[config.mk]
export PLATFORM = sky130hd
export DESIGN_NAME = clock_phase_sequencer
export DESIGN_NICKNAME = d
export VERILOG_FILES = /design/src/rtl/clock_phase_sequencer_pkg.sv /design/src/rtl/clock_phase_sequencer_reset_sync.sv /design/src/rtl/clock_phase_sequencer.sv
export SDC_FILE = /design/constraint.sdc
export NUM_CORES = 1
export LEC_CHECK = 0
export CAP_MARGIN = 30
export CELL_PAD_IN_SITES_DETAIL_PLACEMENT = 1
export CELL_PAD_IN_SITES_GLOBAL_PLACEMENT = 1
export CORE_UTILIZATION = 44
export CTS_CLUSTER_DIAMETER = 120
export DETAILED_ROUTE_END_ITERATION = 12
export PLACE_DENSITY = 0.89
export SLEW_MARGIN = 20
export SYNTH_ARGS = -nofsm -noshare
export SYNTH_HDL_FRONTEND = slang
export SYNTH_HIERARCHICAL = 1
export SYNTH_SLANG_ARGS = --single-unit
[constraint.sdc]
create_clock -name clock -period 4.5 [get_ports clock]
set_clock_uncertainty 0.15 [all_clocks]
set_input_delay 0.9 -clock clock [delete_from_list [all_inputs] [get_ports clock]]
set_output_delay 0.9 -clock clock [all_outputs]
set_load 0.03 [all_outputs]
[src/rtl/clock_phase_sequencer_pkg.sv]
// Shared encodings for the clock phase sequencer: FSM states, phase indices and strobe decode.
package clock_phase_sequencer_pkg;

    localparam logic [1:0] ST_HOLD = 2'd0;
    localparam logic [1:0] ST_RUN  = 2'd1;
    localparam logic [1:0] ST_HALT = 2'd2;

    localparam logic [1:0] PH_IMEM    = 2'd0;
    localparam logic [1:0] PH_REGFILE = 2'd1;
    localparam logic [1:0] PH_PROC    = 2'd2;
    localparam logic [1:0] PH_DMEM    = 2'd3;

    typedef enum logic [1:0] {
        S_HOLD = ST_HOLD,
        S_RUN  = ST_RUN,
        S_HALT = ST_HALT
    } state_t;

    // Bit order of the result is {dmem, proc, regfile, imem}.
    function automatic logic [3:0] phase_strobe(input logic [1:0] ph);
        return 4'b0001 << ph;
    endfunction

endpackage

[src/rtl/clock_phase_sequencer_reset_sync.sv]
// Reset synchronizer: asserts immediately with reset_in, releases two clock edges after reset_in falls.
module reset_sync (
    input  logic clock,
    input  logic reset_in,
    output logic reset_out
);

    logic [1:0] sync;

    always_ff @(posedge clock or posedge reset_in) begin
        if (reset_in) begin
            sync <= 2'b11;
        end else begin
            sync <= {sync[0], 1'b0};
        end
    end

    assign reset_out = sync[1];

endmodule

[src/rtl/clock_phase_sequencer.sv]
// Four-phase strobe sequencer (imem, regfile, proc, dmem) with post-reset hold, halt/resume and a
// saturating frame counter; all outputs are registered so strobes are always whole clock cycles.
module clock_phase_sequencer
    import clock_phase_sequencer_pkg::*;
#(
    parameter int HOLD_CYCLES = 16,
    parameter int CNT_W       = 32
) (
    input  logic             clock,
    input  logic             reset,
    input  logic             halt,
    input  logic             resume,
    output logic             core_reset,
    output logic             imem_en,
    output logic             regfile_en,
    output logic             proc_en,
    output logic             dmem_en,
    output logic             running,
    output logic [CNT_W-1:0] frame_count
);

    localparam int HOLD_W = (HOLD_CYCLES > 1) ? $clog2(HOLD_CYCLES) : 1;

    logic              sync_reset;
    state_t            state;
    logic [1:0]        phase;
    logic [HOLD_W-1:0] hold_cnt;
    logic              halt_latched;
    logic [3:0]        strobes;
    logic              hold_done;
    logic [CNT_W-1:0]  frame_next;

    reset_sync u_reset_sync (
        .clock     (clock),
        .reset_in  (reset),
        .reset_out (sync_reset)
    );

    // HOLD_CYCLES of 0 or 1 both still cost exactly one HOLD cycle.
    assign hold_done  = (HOLD_CYCLES <= 1) || (int'(hold_cnt) == HOLD_CYCLES - 1);
    assign frame_next = (&frame_count) ? frame_count : frame_count + CNT_W'(1);

    always_ff @(posedge clock or posedge sync_reset) begin
        if (sync_reset) begin
            state        <= S_HOLD;
            core_reset   <= 1'b1;
            strobes      <= 4'b0000;
            running      <= 1'b0;
            phase        <= PH_IMEM;
            hold_cnt     <= '0;
            frame_count  <= '0;
            halt_latched <= 1'b0;
        end else begin
            case (state)
                S_HOLD: begin
                    hold_cnt <= hold_cnt + HOLD_W'(1);
                    if (hold_done) begin
                        state      <= S_RUN;
                        core_reset <= 1'b0;
                        running    <= 1'b1;
                        phase      <= PH_IMEM;
                        strobes    <= phase_strobe(PH_IMEM);
                    end
                end
                S_RUN: begin
                    if (phase == PH_DMEM) begin
                        frame_count <= frame_next;
                        // A halt seen anywhere in the frame, including this last cycle, stops here.
                        if (halt_latched || halt) begin
                            state        <= S_HALT;
                            running      <= 1'b0;
                            phase        <= PH_IMEM;
                            strobes      <= 4'b0000;
                            halt_latched <= 1'b0;
                        end else begin
                            phase   <= PH_IMEM;
                            strobes <= phase_strobe(PH_IMEM);
                        end
                    end else begin
                        halt_latched <= halt_latched | halt;
                        phase        <= phase + 2'd1;
                        strobes      <= phase_strobe(phase + 2'd1);
                    end
                end
                S_HALT: begin
                    halt_latched <= 1'b0;
                    phase        <= PH_IMEM;
                    strobes      <= 4'b0000;
                    if (resume) begin
                        state   <= S_RUN;
                        running <= 1'b1;
                        strobes <= phase_strobe(PH_IMEM);
                    end
                end
                default: begin
                    state      <= S_HOLD;
                    core_reset <= 1'b1;
                    running    <= 1'b0;
                    strobes    <= 4'b0000;
                    phase      <= PH_IMEM;
                    hold_cnt   <= '0;
                end
            endcase
        end
    end

    assign imem_en    = strobes[0];
    assign regfile_en = strobes[1];
    assign proc_en    = strobes[2];
    assign dmem_en    = strobes[3];

endmodule

==> results.cfg <==
[placed_design]
finalWeightedCongestion = 0.747
dp_hpwl_microns = 4330
io_buffers = 41
post-place-ws_ps = 1910

[floorplanning]
die_w_microns = 76.7
num_io_pins = 42
dieArea_sq_mm = 0.00588
coreArea_sq_mm = 0.00524
dieHeight_microns = 76.7
fp-row-count = 26
start_util = 0.468

[clocking]
cts_root_buf = clkbuf_8
ctsHtreeMaxLevel = 2
post_cts_buffers = 0
tritoncts = yes
clkLatencyLatePin_ps = 310
clk_pin_slew_ps = 90
cts_hold_buf = 0
cts.sinks = 49
cts-resized-gates = 0
clockBufferDepth = 2
cts_buffers = 5

[yosys]
synth_cells = 233
ys_async_sr_fraction = 1.00
syn_area_sq_mm = 0.00245
synth-seq-cells = 49
ys_warn_count = 6
synth_commonest_cells = 46 x dfrtp_1, 21 x nand2_1, 21 x nand3_1
yosys.area.top_type = dfrtp_1
synth-xor-area-share = 0.100
syn_nets = 248
synth_top_cell_area_share = 0.469
ys_types = 41
synth-simple-area-share = 0.244
synth_top_family_by_area = simple AND/OR/NAND/NOR gates
synth-edff-count = 0
synth_compound_area_frac = 0.0577
synthMuxAreaShare = 0.0148
synthFlopType = dfrtp_1
syn_area_per_cell_sq_um = 10.5
synth_fa_ha_area_frac = 0.0561
yosysMostFrequentCell = dfrtp_1
synth.area.top_cells = dfrtp_1 47%, ha_1 5.6%, xnor2_1 5.0%, xor2_1 5.0%, nand3_1 4.3%
seq_area_frac_synth = 0.502

[critical_path]
reg2reg_to = frame_count[17]
path_class = reg -> out
cp_max_fo = 6
reg2reg_slack_ps = 2010
arrival_ps = 1530
reg2regPathDepth = 7
cp_num_cells = 1
crit_buf_inv = 1
start_kind = flip-flop
crit_chain = clkdlybuf4s50_1
cp_top_family = buffers and inverters
cpMaxStageDelayCell = clkdlybuf4s50_1
cpPeakStageDelay_ps = 730
worst_ep_required_time_ps = 3450
rr_startpoint = state[1]
worstSetupEndpointType = primary output

[drt]
ant_nets = 0
vias = 1897
dr.pass1.iters = 4
wl_per_cell_microns = 16.0
drc_errors = 0
viasPerCell = 5.42
first_iter_violations = 75
route.final.wire_length_microns = 5620

[finish]
syn2layout_area_growth_pct = 23.9
drive_above_1_share = 0.0893
insertedDiodeCount = 0
final_util = 0.580
nNetsFinal = 294
fillers = 585

[power]
p_per_area_mw_per_mm2 = 386
vdd.ir_drop.worst_v = 0.000285
leakagePower_nw = 1.36

[sta]
min_period_over_period = 0.574
holdWs_ps = 206
worst_pin_slew_ps = 668
setup_tns_ps = 0
worst_slack_ps = 1920
rsz0062_at_grt = no
final-setup-viol-count = 0
hold_viol = 0
slew_headroom = 0.554
fmax_mhz = 387
maxSlewViolCount = 0
period_needed_ps = 2580

[grt]
grt_max_degree = 30
grt_usage = 0.206
grt_pass1_wl_microns = 9580
antenna_found_initial = 0
grt_overflow = 0
grt_pass1_vias = 1990

[hold_path]
min_path_type = reg -> async

[flow_run]
maxCapViolCount = 0

[status]
status = completed
## stage by stage
stage	total power, W	cell area (sq um)	cells
4_1_cts	0.00118	3040	350
6_report	0.00117	3040	350
3_3_place_gp	0.000904	2930	341
2_1_floorplan	0.000806	2450	233
3_5_place_dp	0.000929	2960	342
5_1_grt	0.00125	3040	350
## routing by layer
metal / track usage / vias up / wire (microns)
met5: 0 / - / 0
met2: 0.348 / 27 / 2720
li1: - / 910 / -
met3: 0.0429 / 8 / 184
met1: 0.263 / 952 / 2640
met4: 0.0692 / 0 / 72
## cells in the final DEF, fill, tap and decap left out, drive strengths merged, types with 2 or more instances in the layout
cell type      instances
nor4                   4
nand2                 21
clkdlybuf4s50         41
nand3                 22
clkbuf                 6
and2                   3
dfstp                  3
and4                   8
xor2                  14
nand4                 11
o21ai                 11
nor3                  13
dfrtp                 46
nor2                  15
inv                   10
xnor2                 14
a21oi                  5
nor2b                  3
and3                   3
mux2                   2
clkinv                 2
a221oi                 2
a31oi                  2
ha                    11
## worst max path at each step
stage                            endpoint       startpoint
after detailed placement          running             halt
after floorplan           frame_count[30]   frame_count[0]
after global placement           state[1]             halt
after CTS                 frame_count[15]  frame_count[15]
after global routing      frame_count[30]         state[1]
final                     frame_count[15]  frame_count[15]
## state kept, by name, indices dropped and copies added, names as in the netlist
register	count
frame_count	32
halt_latched	1
core_reset	1
running	1
hold_cnt	4
u_reset_sync/sync	2
state	2
strobes	4
phase	2
## logic make-up (layout without fill, tap and decap cells)
group,count (synthesis),count (layout)
adders and majority gates,11,11
buffers and inverters,13,60
other,1,1
DFF,49,49
muxes,3,3
xor gates and xnor gates,28,28
AOI/OAI and AO/OA,23,23
and+or+nand+nor,105,105
## power by group
| part | total [W] | internal (W) | switching, W |
|---|---|---|---|
| registers | 0.000550 | 0.000497 | 0.0000527 |
| logic | 0.000370 | 0.000146 | 0.000224 |
| clock network | 0.000252 | 0.000108 | 0.000144 |
| total | 0.00117 | 0.000751 | 0.000421 |
## worst reg2reg max path: stages (launching register included)
cell and delay [ps]:
dfrtp_1 410, inv_1 130, ha_1 350, and4_1 300, nand3_1 140, a31oi_2 500, nand4_1 210, xnor2_1 170
## final cells by class
cell class	instances	area (sq um)	share of cell area
sequential	49	1230	0.405
multi-input combinational	171	1160	0.383
timing repair buffer	42	438	0.144
tap	70	87.6	0.0288
clock buffer	6	72.6	0.0239
inverter	10	37.5	0.0124
clock inverter	2	10.0	0.00329
Power figures use the tool's default switching activity.
==> edit 1: new RTL, same flow settings <==
The parameter `HOLD_CYCLES` goes from 16 to 64.
--- a/src/rtl/clock_phase_sequencer.sv
+++ b/src/rtl/clock_phase_sequencer.sv
@@ -5,3 +5,3 @@
 #(
-    parameter int HOLD_CYCLES = 16,
+    parameter int HOLD_CYCLES = 64,
     parameter int CNT_W       = 32
Behaviour: same outputs for any inputs over 10 cycles, from zero or initial values and one cycle with reset high; that may be too few to reach the edited logic, so the function may still have changed.
==> edit 1 against the original RTL <==
Critical path type is now reg -> reg. Highest routed layer unchanged. First-iteration DRC count down 32%. Area after synthesis is 4.0% higher. Sequential cell count increased by 2. Largest power group unchanged. Sequential share of layout area rose by 0.16 points. Setup slack got worse by 210 ps. Final area grew 3.7%. Routed wire length decreased by 2.6%. Total power rose by 11%. Hold slack got worse by 130 ps.
==> edit 1: results <==
set metrics [dict create \
    status "complete, no violations" \
    drive_gt1_frac 0.0865 \
    hpwl_um 3910 \
    cts_made_buffers 5 \
    clock-root-buffer "clkbuf_8" \
    route.detailed.drc 0 \
    synthTopCellsByArea "dfrtp_1 47%, xor2_1 8.2%, ha_1 5.9%, nand2_1 4.1%, dfstp_2 3.1%" \
    crit_family "simple AND/OR/NAND/NOR gates" \
    syn_nets 263 \
    yosysUniqueCellTypes 44 \
    grt_start_max_net_pins 35 \
    synth_common_cells "48 x dfrtp_1, 28 x nand2_1, 24 x xor2_1" \
    hp-class "reg -> async" \
    post_cts_resized 0 \
    drt-total-wl_um 5470 \
    path_buf_inv 1 \
    clock_latency_ps 310 \
    clockBufferDepth 2 \
    cp.arrival_ps 2890 \
    max_cap_violations 0 \
    antennaDiodeCount 0 \
    cts_max_level 2 \
    gp_congestion 0.829 \
    preCtsSetupSlack_ps 1800 \
    grt_pass1_wl_um 9410 \
    p_leak_nw 1.48 \
    firstDrtPassIters 4 \
    vias 1907 \
    yosysSeqAreaShare 0.502 \
    yosys_warnings 6 \
    crit_path_max_incr_delay_ps 450 \
    crit_slowest_cell "nor4b_1" \
    peakVddDrop_mv 0.320 \
    antenna_found_initial 0 \
    drt_iter0_drc 51 \
    cp_max_fo 12 \
    path_clk_slew_ps 90 \
    io_buffers 41 \
    largest_registers "frame_count x32, hold_cnt x6, strobes x4" \
    finalNetCount 304 \
    tightestPinTransition_ps 930 \
    cts_setup_buffers 0 \
    ys_async_sr_fraction 1.00 \
    grt_usage 0.198 \
]
-- edit 1: cell count changes in the layout (fill, tap and decap cells not counted), sizes merged, moves of 4 or more --
cell / unedited run / this run
xnor2: 14 / 7
nand2: 21 / 28
nor4: 4 / 8
and4: 8 / 0
nand4: 11 / 7
xor2: 14 / 24
nand3: 22 / 12
inv: 10 / 15
-- edit 1: layout make-up --
type | instances | area [µm²]
timing repair buffer | 42 | 430
clock buffer | 6 | 82.6
multi-input combinational | 173 | 1170
inverter | 15 | 56.3
tap | 72 | 90.1
clock inverter | 2 | 35.0
fill | 635 | 2390
sequential | 51 | 1280
-- edit 1: worst paths after layout --
| check | start | end | slack (ps) | cells past startpoint |
|---|---|---|---|---|
| min in group clock | u_reset_sync/sync[0] | u_reset_sync/sync[1] | 210 | 0 |
| setup reg to reg | state[1] | frame_count[17] | 1700 | 7 |
| hold / removal | u_reset_sync/sync[1] | frame_count[20] | 70 | 1 |
| setup / recovery | state[1] | frame_count[17] | 1700 | 7 |
| hold reg to reg | u_reset_sync/sync[1] | frame_count[20] | 70 | 1 |
| max in group asynchronous | reset | u_reset_sync/sync[1] | 3410 | 2 |
-- edit 1: through the flow --
stage / instances / cell area [µm²]
floorplan: 247 / 2550
global placement: 352 / 3010
detailed placement: 353 / 3030
CTS: 361 / 3150
global route: 361 / 3150
finish: 361 / 3150
-- edit 1: routing by layer --
metal	vias up	global-route usage	wire (µm)
li1	924	-	-
met1	947	0.249	2480
met2	30	0.339	2760
met3	6	0.0407	162
met4	0	0.0630	66
met5	-	0	0
-- edit 1: kinds of logic after synthesis --
kind of cell | after synthesis | synth area share
adders and majority gates | 12 | 0.0589
buffers and inverters | 23 | 0.0373
muxes | 4 | 0.0172
AOI/OAI and AO/OA | 20 | 0.0505
DFF | 51 | 0.502
other | 1 | 0.00147
and+or+nand+nor | 105 | 0.226
xor gates and xnor gates | 31 | 0.106
-- edit 1: report_power, final --
group          switching, mW  leakage, nW  total [mW]  internal, mW
clock                  0.151       0.0612       0.331         0.180
combinational          0.242        0.752       0.402         0.160
sequential            0.0505        0.664       0.566         0.515
==> edit 2: new RTL, same settings <==
Without the edit above. Make the reset (`reset_in` and `sync_reset`) synchronous in 2 clocked blocks.
--- a/src/rtl/clock_phase_sequencer_reset_sync.sv
+++ b/src/rtl/clock_phase_sequencer_reset_sync.sv
@@ -9,3 +9,3 @@
 
-    always_ff @(posedge clock or posedge reset_in) begin
+    always_ff @(posedge clock) begin
         if (reset_in) begin
--- a/src/rtl/clock_phase_sequencer.sv
+++ b/src/rtl/clock_phase_sequencer.sv
@@ -42,3 +42,3 @@
 
-    always_ff @(posedge clock or posedge sync_reset) begin
+    always_ff @(posedge clock) begin
         if (sync_reset) begin
Formal check against the unedited RTL: not equivalent (a bounded check fails within 4 cycles, from zero or initial values and one cycle with reset high).
==> edit 2 against the original RTL <==
Sequential share of layout area decreased by 7.8 points. Area after synthesis increased by 0.82%. Routed wire length increased by 14%. Final area decreased by 1.4%. Setup slack got worse by 170 ps. Sequential cell count unchanged. Global-route usage increased by 2.3 points. Non-clock buffer count increased by 1. Final cell count increased by 11%. Die area increased by 0.80%. Critical path type is now reg -> reg. Largest cell class is now multi-input combinational cells. Highest routed layer unchanged.
Power is not compared: it rests on default switching activity, and its combinational part moved more than twofold at a synthesized area within 25%.
==> edit 2: results <==
set metrics [dict create \
    status "complete, no violations" \
    wl_met1_um 3050 \
    p_seq_frac 0.615 \
    p_clk_uw 259 \
    drt-total-wl_um 6380 \
    crit_family "simple AND/OR/NAND/NOR gates" \
    grt_start_max_net_pins 44 \
    hold_end "u_reset_sync/sync[1]" \
    grt_pass1_wl_um 10800 \
    r2r-start "state[1]" \
    rows 26 \
    grt_pass1_vias 2261 \
    synth_common_cells "49 x dfxtp_1, 26 x nor2_1, 24 x a21oi_1" \
    clock-root-buffer "clkbuf_8" \
    yosysSeqAreaShare 0.397 \
    drt_iter0_drc 106 \
    cp.arrival_ps 2840 \
    met3_length_um 179 \
    crit_type "reg -> reg" \
    grt_usage 0.229 \
    top_layer "met4" \
    finalNetCount 334 \
    crit_slowest_cell "or4_4" \
    drive_gt1_frac 0.0531 \
    crit_path_max_incr_delay_ps 580 \
    dr_wl_met2_um 3080 \
    finalNonFillerCells 390 \
    vias_per_cell 5.89 \
    grtUsageMet1 0.281 \
    relSlewSlack 0.458 \
    min_from "u_reset_sync/sync[0]" \
    hpwl_um 4320 \
    grtUsageMet2 0.407 \
    finalPower_uw 709 \
    hp-class "reg -> reg" \
    io_buffers 41 \
    yosysUniqueCellTypes 43 \
    synth_area_per_cell_um2 8.77 \
    hold_depth 1 \
    reg2reg_slack_ps 1750 \
    rr_endpoint "frame_count[30]" \
    ys_async_sr_fraction 0 \
    fin_crit_ps 2750 \
    synthTopCellsByArea "dfxtp_1 40%, ha_1 5.6%, a21oi_1 4.9%, nor2_1 3.9%, o31ai_1 3.6%" \
    yosys_most_used_dff "dfxtp_1" \
    yosys_warnings 6 \
    gp_congestion 0.771 \
    syn_nets 297 \
    swShare 0.227 \
    post_cts_resized 0 \
    clock_latency_ps 310 \
    grtUsageMet3 0.0452 \
    cp_max_fo 11 \
    dp_cells 381 \
    path_clk_slew_ps 90 \
]
-- edit 2: kinds of logic after synthesis --
| group | Yosys count | share of synthesized area |
|---|---|---|
| flip-flops | 49 | 0.397 |
| adder cells (fa/ha/maj) | 11 | 0.0557 |
| multiplexers | 4 | 0.0162 |
| buffers and inverters | 23 | 0.0430 |
| XOR/XNOR | 13 | 0.0461 |
| AO/OA/AOI/OAI | 66 | 0.179 |
| AND/OR/NAND/NOR | 116 | 0.264 |
-- edit 2: stage by stage --
step           hold slack [ps]  utilization  area, µm²
2_1_floorplan              235            -       2470
3_3_place_gp               240        0.552       2910
3_5_place_dp               253        0.552       2910
4_1_cts                    275        0.568       2990
5_1_grt                    288        0.569       3000
6_report                   270        0.569       3000
-- edit 2: layout make-up --
type / count / area (µm²)
clock buffers: 6 / 72.6
clock inverters: 2 / 10.0
fillers: 655 / 2270
inverters: 10 / 37.5
multi-input cells: 210 / 1390
flip-flops and latches: 49 / 981
well taps: 70 / 87.6
repair buffers: 43 / 423
